### src/rtl/ifid_queue_pkg.sv
// ============================================================================
// ifid_queue_pkg : shared types for the fetch -> decode instruction queue
// Revision 1.0
// ============================================================================
`default_nettype none

package ifid_queue_pkg;

  // RV32I canonical NOP: addi x0, x0, 0
  localparam logic [31:0] IFID_NOP_INSTR = 32'h0000_0013;

  typedef struct packed {
    logic [31:0] pc;
    logic [31:0] instr;
  } ifid_fwd;

  function automatic ifid_fwd make_fwd(input logic [31:0] pc, input logic [31:0] instr);
    ifid_fwd f;
    f.pc    = pc;
    f.instr = instr;
    return f;
  endfunction

endpackage

`default_nettype wire

### src/rtl/ifid_queue_if.sv
// ============================================================================
// ifid_queue_if : fetch-side enqueue and decode-side dequeue handshake bundle
// Revision 1.0
// ============================================================================
`default_nettype none

interface ifid_queue_if #(
  parameter int DEPTH = 4
);
  localparam int CNT_W = $clog2(DEPTH) + 1;

  logic             enq_valid;
  logic [31:0]      enq_pc;
  logic [31:0]      enq_instr;
  logic             enq_ready;
  logic             flush;
  logic             deq_valid;
  logic [31:0]      deq_pc;
  logic [31:0]      deq_instr;
  logic             deq_ready;
  logic [CNT_W-1:0] count;

  modport master (
    output enq_valid, enq_pc, enq_instr, flush, deq_ready,
    input  enq_ready, deq_valid, deq_pc, deq_instr, count
  );

  modport slave (
    input  enq_valid, enq_pc, enq_instr, flush, deq_ready,
    output enq_ready, deq_valid, deq_pc, deq_instr, count
  );

endinterface

`default_nettype wire

### src/rtl/ifid_queue.sv
// ============================================================================
// ifid_queue : circular IF/ID instruction queue with flush and async reset.
// Optional empty-queue bypass selected by macro IFIDQ_BYPASS_EN.
// Revision 1.0
// ============================================================================
`default_nettype none

module ifid_queue
  import ifid_queue_pkg::*;
#(
  parameter int          DEPTH     = 4,
  parameter logic [31:0] NOP_INSTR = IFID_NOP_INSTR
) (
  input  logic          clk,
  input  logic          rst,
  ifid_queue_if.slave   q
);

  localparam int               PTR_W   = $clog2(DEPTH);
  localparam int               CNT_W   = PTR_W + 1;
  localparam logic [CNT_W-1:0] FULL    = CNT_W'(DEPTH);
  localparam logic [CNT_W-1:0] CNT_ONE = CNT_W'(1);
  localparam logic [PTR_W-1:0] PTR_ONE = PTR_W'(1);

  ifid_fwd          mem [DEPTH];
  logic [PTR_W-1:0] head;
  logic [PTR_W-1:0] tail;
  logic [CNT_W-1:0] count;

  logic    empty;
  logic    full;
  logic    stored_valid;
  logic    bypass;
  logic    enq_fire;
  logic    deq_fire;
  ifid_fwd head_fwd;

  assign empty        = (count == '0);
  assign full         = (count == FULL);
  assign stored_valid = !empty && !q.flush;

`ifdef IFIDQ_BYPASS_EN
  assign bypass = empty && q.enq_valid && !q.flush;
`else
  assign bypass = 1'b0;
`endif

  // A bypassed entry taken by decode in the same cycle never touches storage.
  assign enq_fire = q.enq_valid && !full && !q.flush && !(bypass && q.deq_ready);
  assign deq_fire = stored_valid && q.deq_ready;

  always_comb begin
    head_fwd    = make_fwd(32'h0, NOP_INSTR);
    q.deq_valid = 1'b0;
    if (stored_valid) begin
      head_fwd    = mem[head];
      q.deq_valid = 1'b1;
    end else if (bypass) begin
      head_fwd    = make_fwd(q.enq_pc, q.enq_instr);
      q.deq_valid = 1'b1;
    end
  end

  assign q.deq_pc    = head_fwd.pc;
  assign q.deq_instr = head_fwd.instr;
  assign q.enq_ready = !full;
  assign q.count     = count;

  // Storage is left uncleared; pointers and count alone define validity.
  always_ff @(posedge clk) begin
    if (enq_fire) begin
      mem[tail] <= make_fwd(q.enq_pc, q.enq_instr);
    end
  end

  always_ff @(posedge clk or negedge rst) begin
    if (!rst) begin
      head  <= '0;
      tail  <= '0;
      count <= '0;
    end else if (q.flush) begin
      head  <= '0;
      tail  <= '0;
      count <= '0;
    end else begin
      if (enq_fire) begin
        tail <= tail + PTR_ONE;
      end
      if (deq_fire) begin
        head <= head + PTR_ONE;
      end
      case ({enq_fire, deq_fire})
        2'b10:   count <= count + CNT_ONE;
        2'b01:   count <= count - CNT_ONE;
        default: count <= count;
      endcase
    end
  end

endmodule

`default_nettype wire

### src/flat_wrapper.sv
// flat-port wrapper written by rule: the top's interface ports become plain ports
module ifid_queue_flat import ifid_queue_pkg::*;
#(
  parameter int          DEPTH     = 4,
  parameter logic [31:0] NOP_INSTR = IFID_NOP_INSTR
)
  (clk, rst, q_enq_valid, q_enq_pc, q_enq_instr, q_flush, q_deq_ready, q_enq_ready, q_deq_valid, q_deq_pc, q_deq_instr, q_count);
  ifid_queue_if #(.DEPTH(DEPTH)) q_i ();
  input  logic clk;
  input  logic rst;
  input wire logic [$bits(q_i.enq_valid)-1:0] q_enq_valid;
  input wire logic [$bits(q_i.enq_pc)-1:0] q_enq_pc;
  input wire logic [$bits(q_i.enq_instr)-1:0] q_enq_instr;
  input wire logic [$bits(q_i.flush)-1:0] q_flush;
  input wire logic [$bits(q_i.deq_ready)-1:0] q_deq_ready;
  output wire logic [$bits(q_i.enq_ready)-1:0] q_enq_ready;
  output wire logic [$bits(q_i.deq_valid)-1:0] q_deq_valid;
  output wire logic [$bits(q_i.deq_pc)-1:0] q_deq_pc;
  output wire logic [$bits(q_i.deq_instr)-1:0] q_deq_instr;
  output wire logic [$bits(q_i.count)-1:0] q_count;
  assign q_i.enq_valid = q_enq_valid;
  assign q_i.enq_pc = q_enq_pc;
  assign q_i.enq_instr = q_enq_instr;
  assign q_i.flush = q_flush;
  assign q_i.deq_ready = q_deq_ready;
  assign q_enq_ready = q_i.enq_ready;
  assign q_deq_valid = q_i.deq_valid;
  assign q_deq_pc = q_i.deq_pc;
  assign q_deq_instr = q_i.deq_instr;
  assign q_count = q_i.count;
  ifid_queue #(.DEPTH(DEPTH), .NOP_INSTR(NOP_INSTR)) u_core (.clk(clk), .rst(rst), .q(q_i));
endmodule
### config.mk
export PLATFORM = sky130hd
export DESIGN_NAME = ifid_queue_flat
export DESIGN_NICKNAME = d
export VERILOG_FILES = /design/src/rtl/ifid_queue_pkg.sv /design/src/rtl/ifid_queue_if.sv /design/src/rtl/ifid_queue.sv /design/src/flat_wrapper.sv
export SDC_FILE = /design/constraint.sdc
export NUM_CORES = 1
export LEC_CHECK = 0
export CORE_ASPECT_RATIO = 0.6
export CORE_MARGIN = 2
export CORE_UTILIZATION = 45
export CTS_CLUSTER_SIZE = 12
export DETAILED_ROUTE_END_ITERATION = 10
export GPL_TIMING_DRIVEN = 1
export PLACE_DENSITY_LB_ADDON = 0.08
export SLEW_MARGIN = 20
export SYNTH_ARGS = -nofsm -noshare
export SYNTH_HDL_FRONTEND = slang
export SYNTH_SLANG_ARGS = --single-unit
export TNS_END_PERCENT = 30
### constraint.sdc
create_clock -name clk -period 3 [get_ports clk]
set_input_delay 0.6 -clock clk [delete_from_list [all_inputs] [get_ports clk]]
set_output_delay 0.6 -clock clk [all_outputs]
set_load 0.02 [all_outputs]
==> results of run 1 <==
[logic make-up after synthesis]
logic type / Yosys count
flops: 263
simple gates: 87
mux: 66
buf+inv: 33
compound gates: 15
fa+ha+maj: 5
xor+xnor: 3
[cell usage after synthesis, types with 3 or more instances]
master | number | area, um2
a21oi_1 | 4 | 20.0
and2_1 | 65 | 407
buf_2 | 10 | 50.1
buf_6 | 4 | 45.0
clkbuf_1 | 10 | 37.5
dfrtp_1 | 7 | 175
edfxtp_1 | 256 | 7690
ha_1 | 4 | 50.1
inv_1 | 7 | 26.3
mux4_2 | 64 | 1440
nor2_1 | 6 | 22.5
o21ai_0 | 3 | 15.0
or3_1 | 3 | 18.8
xor2_1 | 3 | 26.3
[stage by stage]
| stage | hold WS, ps | cells |
|---|---|---|
| 2_1_floorplan | 304 | 472 |
| 5_1_grt | 384 | 958 |
| 3_5_place_dp | 605 | 918 |
| 4_1_cts | 372 | 954 |
| 3_3_place_gp | 576 | 918 |
| 6_report | 379 | 958 |
[routing by layer]
layer	up-vias	global-route usage [%]	part of all wire [%]
met3	23	3.91	5.9
met2	121	27.1	46
met4	0	3.36	1.4
met5	-	0	0
met1	2695	25.9	47
li1	2247	-	-
[power by group through the flow]
stage / clock network [W] / logic [W] / registers [W]
6_report: 0.00277 / 0.00205 / 0.00425
5_1_grt: 0.00299 / 0.00221 / 0.00426
4_1_cts: 0.00286 / 0.00207 / 0.00426
3_5_place_dp: 0 / 0.00208 / 0.00434
3_3_place_gp: 0 / 0.00206 / 0.00433
2_1_floorplan: 0 / 0.00122 / 0.00432
[area by class of cell]
class,instances,area (um2),share of cell area [%]
multi-input cells,176,2220,17.1
inverters,7,26.3,0.202
flip-flops and latches,263,7870,60.6
repair buffers,173,1790,13.8
well taps,308,385,2.97
clock inverters,4,35.0,0.270
clock buffers,27,654,5.04
[sequential cells by signal, summed over array words and instances, names as in the netlist]
name and count:
u_core.mem 256, u_core.head 2, u_core.tail 2, u_core.q.count 3
[final timing paths]
check / end / cells after the start / startpoint
hold reg to reg: u_core.tail[0] / 2 / u_core.tail[0]
max in group asynchronous: u_core.head[0] / 1 / rst
min in group clk: u_core.tail[0] / 2 / u_core.tail[0]
setup reg to reg: u_core.q.count[2] / 5 / u_core.q.count[2]
hold / removal: u_core.head[1] / 1 / rst
setup / recovery: q_deq_instr[0] / 4 / u_core.head[0]
[timing repair]
action,in CTS,in global routing
gates cloned,1,0
resized for setup,56,59
setup buffers,4,4
endpoints found under the setup margin,64,28
[critical path, delay by kind of cell (launching register included)]
kind / cells / cell delay (ps)
mux: 1 / 500
flops: 1 / 480
simple gates: 1 / 320
buf+inv: 2 / 550
==> impl_metrics.yaml, run 1 <==
status:
  status: "finished clean"
yosys:
  synth_compound_area_share_pct: 1.09
  synth.distinct_cells: 35
  syn_nets: 546
  yosys_warnings: 0
  synthXorXnorAreaFrac_pct: 0.257
  synthSimpleGateAreaFrac_pct: 5.19
  yosys_register_bits: 263
  synth_edf_count: 256
  synthArstFlopShare_pct: 2.66
  syn_inst: 472
  seq_area_frac_synth_pct: 76.8
  synthAdderAreaFrac_pct: 0.684
  synth_mux_area_share_pct: 14.3
  syn-mean-instance-area_um2: 21.7
  synth_ff_type: "edfxtp_1"
  synth_top_family_by_area: "multiplexers"
  syn_area_um2: 10200
sta:
  slew_headroom_pct: 59.1
  min_period_over_period_pct: 98.4
  drv_slew: 0
  fmax_mhz: 339
  rsz0062_at_grt: "yes"
  clock_skew_ps: 23.1
  worstMarginPinSlew_ps: 609
  timing.final.hold_violations: 0
  setup_viol: 0
  finalSetupTns_ps: 0
  layout_setup_ws_ps: 47.0
  final_period_minus_worst_setup_slack_ps: 2950
hold_path:
  hold_path.class: "in2async"
power:
  switching_share_pct: 25.3
  comb_power_share_pct: 22.6
  pwr_density_cell_nw_per_um2: 699
  power_switching_w: 0.00230
  leakagePower_nw: 4.49
  cellInternalPower_w: 0.00677
  finalPower_w: 0.00907
  ir_drop_mv: 0.397
  seqPwrFrac_pct: 46.8
  clockPowerShare_pct: 30.6
die:
  fp.coreArea_um2: 22200
  chipWidth_um: 199
  rows: 42
  start_util_pct: 46.2
  io_pins: 138
  die_area_um2: 24000
  die_y_um: 121
setup_path:
  critPathSlowestCell: "mux4_2"
  critical_path.cell_chain: "buf_4, mux4_2, or3_1, dlygate4sd2_1"
  crit_fanout: 7
  cp-start-kind: "register"
  cp.arrival_ps: 2350
  crit_path_end_kind: "primary output"
  critPathKind: "reg2out"
  worstPathRequired_ps: 2400
  slowest_delay_ps: 500
  r2r_slack_ps: 830
clocking:
  cts_buffers: 26
  clock-sinks: 263
  cts-htree-levels: 1
  ctsHoldBuffers: 0
  cts_root_buf: "clkbuf_16"
  tritoncts: "done"
  path_clk_slew_ps: 60
  clockBufferDepth: 3
  clk_latency_ps: 530
global_routing:
  gr-usage-all-layers_pct: 17.5
  antenna_found_initial: 1
  grt_max_degree: 40
  grt_pass1_vias: 5287
  grt_pass1_wl_um: 31100
  gr-total-overflow: 0
cells_and_area:
  fillers: 1702
  layout_commonest_cell: "edfxtp_1"
  fin_util_pct: 58.5
  final_cell_mix: "edfxtp_1 (256), clkdlybuf4s50_1 (73), mux4_2 (64), and2_1 (61), clkbuf_16 (26)"
  nNetsFinal: 721
  antenna_cells: 0
  syn2layout_area_growth_pct: 26.8
  final_layout_size_suffix_gt1_share_pct: 23.7
  fin_area_um2: 13000
route:
  avgViaCountPerCell: 5.31
  drt-initial-drc-count: 420
  vias: 5086
  antenna_left: 0
  routed_wl_um: 20500
  drt-pass1-iter-count: 5
  wl_per_cell_um: 21.4
  drc: 0
place:
  place_ws_ps: 159
  dpl.hpwl_um: 12600
  placed_area_um2: 12200
  io_buffers: 137
  place.gp.congestion: 0.739
flow_run:
  cap_violations: 0
(Power assumes the default switching activity.)
==> run 2: changes to the inputs <==
--- a/config.mk
+++ b/config.mk
@@ -12,8 +12,7 @@
 export DETAILED_ROUTE_END_ITERATION = 10
 export GPL_TIMING_DRIVEN = 1
 export PLACE_DENSITY_LB_ADDON = 0.08
-export SLEW_MARGIN = 20
 export SYNTH_ARGS = -nofsm -noshare
 export SYNTH_HDL_FRONTEND = slang
 export SYNTH_SLANG_ARGS = --single-unit
-export TNS_END_PERCENT = 30
+export TNS_END_PERCENT = 10
==> impl_metrics.yaml, run 2 (same netlist as run 1, synthesis figures left out) <==
status:
  status: "finished clean"
route:
  avgViaCountPerCell: 5.18
  routed_wl_um: 20600
  drc: 0
  drt-initial-drc-count: 303
  drt-pass1-iter-count: 5
  antenna_left: 0
  vias: 5055
  wl_per_cell_um: 21.1
sta:
  clock_skew_ps: 14.7
  final_period_minus_worst_setup_slack_ps: 2970
  worstMarginPinSlew_ps: 426
  setup_viol: 0
  whs_ps: 362
  fmax_mhz: 337
  rsz0062_at_grt: "yes"
  slew_headroom_pct: 71.4
  finalSetupTns_ps: 0
  min_period_over_period_pct: 98.9
  drv_slew: 0
  timing.final.hold_violations: 0
setup_path:
  critPathKind: "reg2out"
  cp-start-kind: "register"
  critical_path.cell_chain: "buf_12, buf_12, buf_12, mux4_2, and2_1, dlygate4sd2_1"
  path_buf_inv: 4
  crit_path_end_kind: "primary output"
  critPathSlowestCell: "dfrtp_4"
  crit_fanout: 12
  worstPathRequired_ps: 2400
  crit_family: "buffers and inverters"
  cpMostUsedCell: "buf_12"
  cp.arrival_ps: 2370
  slowest_delay_ps: 510
power:
  comb_power_share_pct: 22.6
  clockPowerShare_pct: 31.2
  seqPwrFrac_pct: 46.2
  cellInternalPower_w: 0.00690
  switching_share_pct: 24.9
  power_switching_w: 0.00229
  pwr_density_cell_nw_per_um2: 705
  leakagePower_nw: 4.47
  ir_drop_mv: 0.409
clocking:
  clock-sinks: 263
  cts_buffers: 26
  cts-htree-levels: 1
  tritoncts: "done"
  cts_root_buf: "clkbuf_16"
  path_clk_slew_ps: 60
  ctsHoldBuffers: 0
  clockBufferDepth: 3
  clk_latency_ps: 520
flow_run:
  cap_violations: 0
die:
  die_y_um: 121
  die_area_um2: 24000
  rows: 42
  fp.coreArea_um2: 22200
  io_pins: 138
  chipWidth_um: 199
  start_util_pct: 46.2
place:
  io_buffers: 137
  place.gp.congestion: 0.718
  dpl.hpwl_um: 13000
  dpl.cell_count: 923
global_routing:
  grt_pass1_vias: 5307
  gr-total-overflow: 0
  antenna_found_initial: 1
  grt_pass1_wl_um: 30900
  grt_max_degree: 31
  gr-usage-all-layers_pct: 17.3
cells_and_area:
  nNetsFinal: 730
  final_layout_size_suffix_gt1_share_pct: 25.5
  regMostFlops: "u_core.mem"
  top_regs: "u_core.mem (256), u_core.q.count (3)"
  antenna_cells: 0
  instances_no_fill: 975
  syn2layout_area_growth_pct: 27.3
  largest_register_ffs: 256
  final_cell_mix: "edfxtp_1 (256), clkdlybuf4s50_1 (73), mux4_2 (64), and2_1 (61)"
  layout_commonest_cell: "edfxtp_1"
hold_path:
  hold_path.class: "in2async"
[run 2: what timing repair did]
action                                  CTS  global route
endpoints found under the setup margin   64            43
setup buffers                             7             6
resized for setup                        63            59
[run 2: worst register-to-register path: stages (launching register included)]
cell	delay, ps
dfrtp_1	390
buf_4	180
nor3b_1	390
nor3_1	80
buf_4	170
nor3_1	220
fa_1	440
mux2_2	270
[run 2: worst paths after layout]
| check | startpoint | endpoint | slack (ps) | depth (start not counted) |
|---|---|---|---|---|
| setup / recovery | u_core.head[0] | q_deq_instr[8] | 30 | 6 |
| hold / removal | rst | u_core.tail[0] | 360 | 1 |
| setup reg to reg | u_core.q.count[0] | u_core.q.count[1] | 760 | 7 |
| hold reg to reg | u_core.tail[1] | u_core.tail[1] | 630 | 2 |
| max in group asynchronous | rst | u_core.head[1] | 2340 | 1 |
| min in group clk | u_core.tail[1] | u_core.tail[1] | 630 | 2 |
[run 2: cell type report]
cell class | count | area [um2]
repair buffers | 182 | 1800
flip-flops and latches | 263 | 7870
well taps | 308 | 385
clock inverters | 2 | 12.5
clock buffers | 37 | 723
fillers | 1661 | 9140
inverters | 7 | 26.3
multi-input cells | 176 | 2220
[run 2: routing by layer]
layer	up-vias	share of wire [%]	GRT usage, %	wire length, um
met4	2	1.6	3.87	328
met3	28	6.0	4.21	1240
li1	2280	-	-	-
met5	-	0.044	0	9
met1	2626	46	25.1	9510
met2	119	46	27.0	9480
[run 2: power groups by stage]
stage	clock, W	combinational (W)	sequential, W
after floorplan	0	0.00122	0.00432
after global placement	0	0.00206	0.00435
after detailed placement	0	0.00208	0.00436
after CTS	0.00297	0.00205	0.00426
after global routing	0.00310	0.00223	0.00425
final	0.00287	0.00207	0.00424
[run 2: through the flow]
step	setup WS [ps]	instance area [um2]	utilization (%)	power, W
2_1_floorplan	-126	10200	-	0.00555
3_3_place_gp	141	12300	55.4	0.00642
3_5_place_dp	109	12300	55.4	0.00644
4_1_cts	-122	13000	58.7	0.00928
5_1_grt	-55.3	13000	58.8	0.00959
6_report	33.2	13000	58.8	0.00919
==> run 3: changes to the inputs <==
--- a/config.mk
+++ b/config.mk
@@ -5,6 +5,7 @@
 export SDC_FILE = /design/constraint.sdc
 export NUM_CORES = 1
 export LEC_CHECK = 0
+export ABC_AREA = 0
 export CORE_ASPECT_RATIO = 0.6
 export CORE_MARGIN = 2
 export CORE_UTILIZATION = 45
==> results of run 3 <==
Final layout, timing and power as in run 2 (identical DEF).
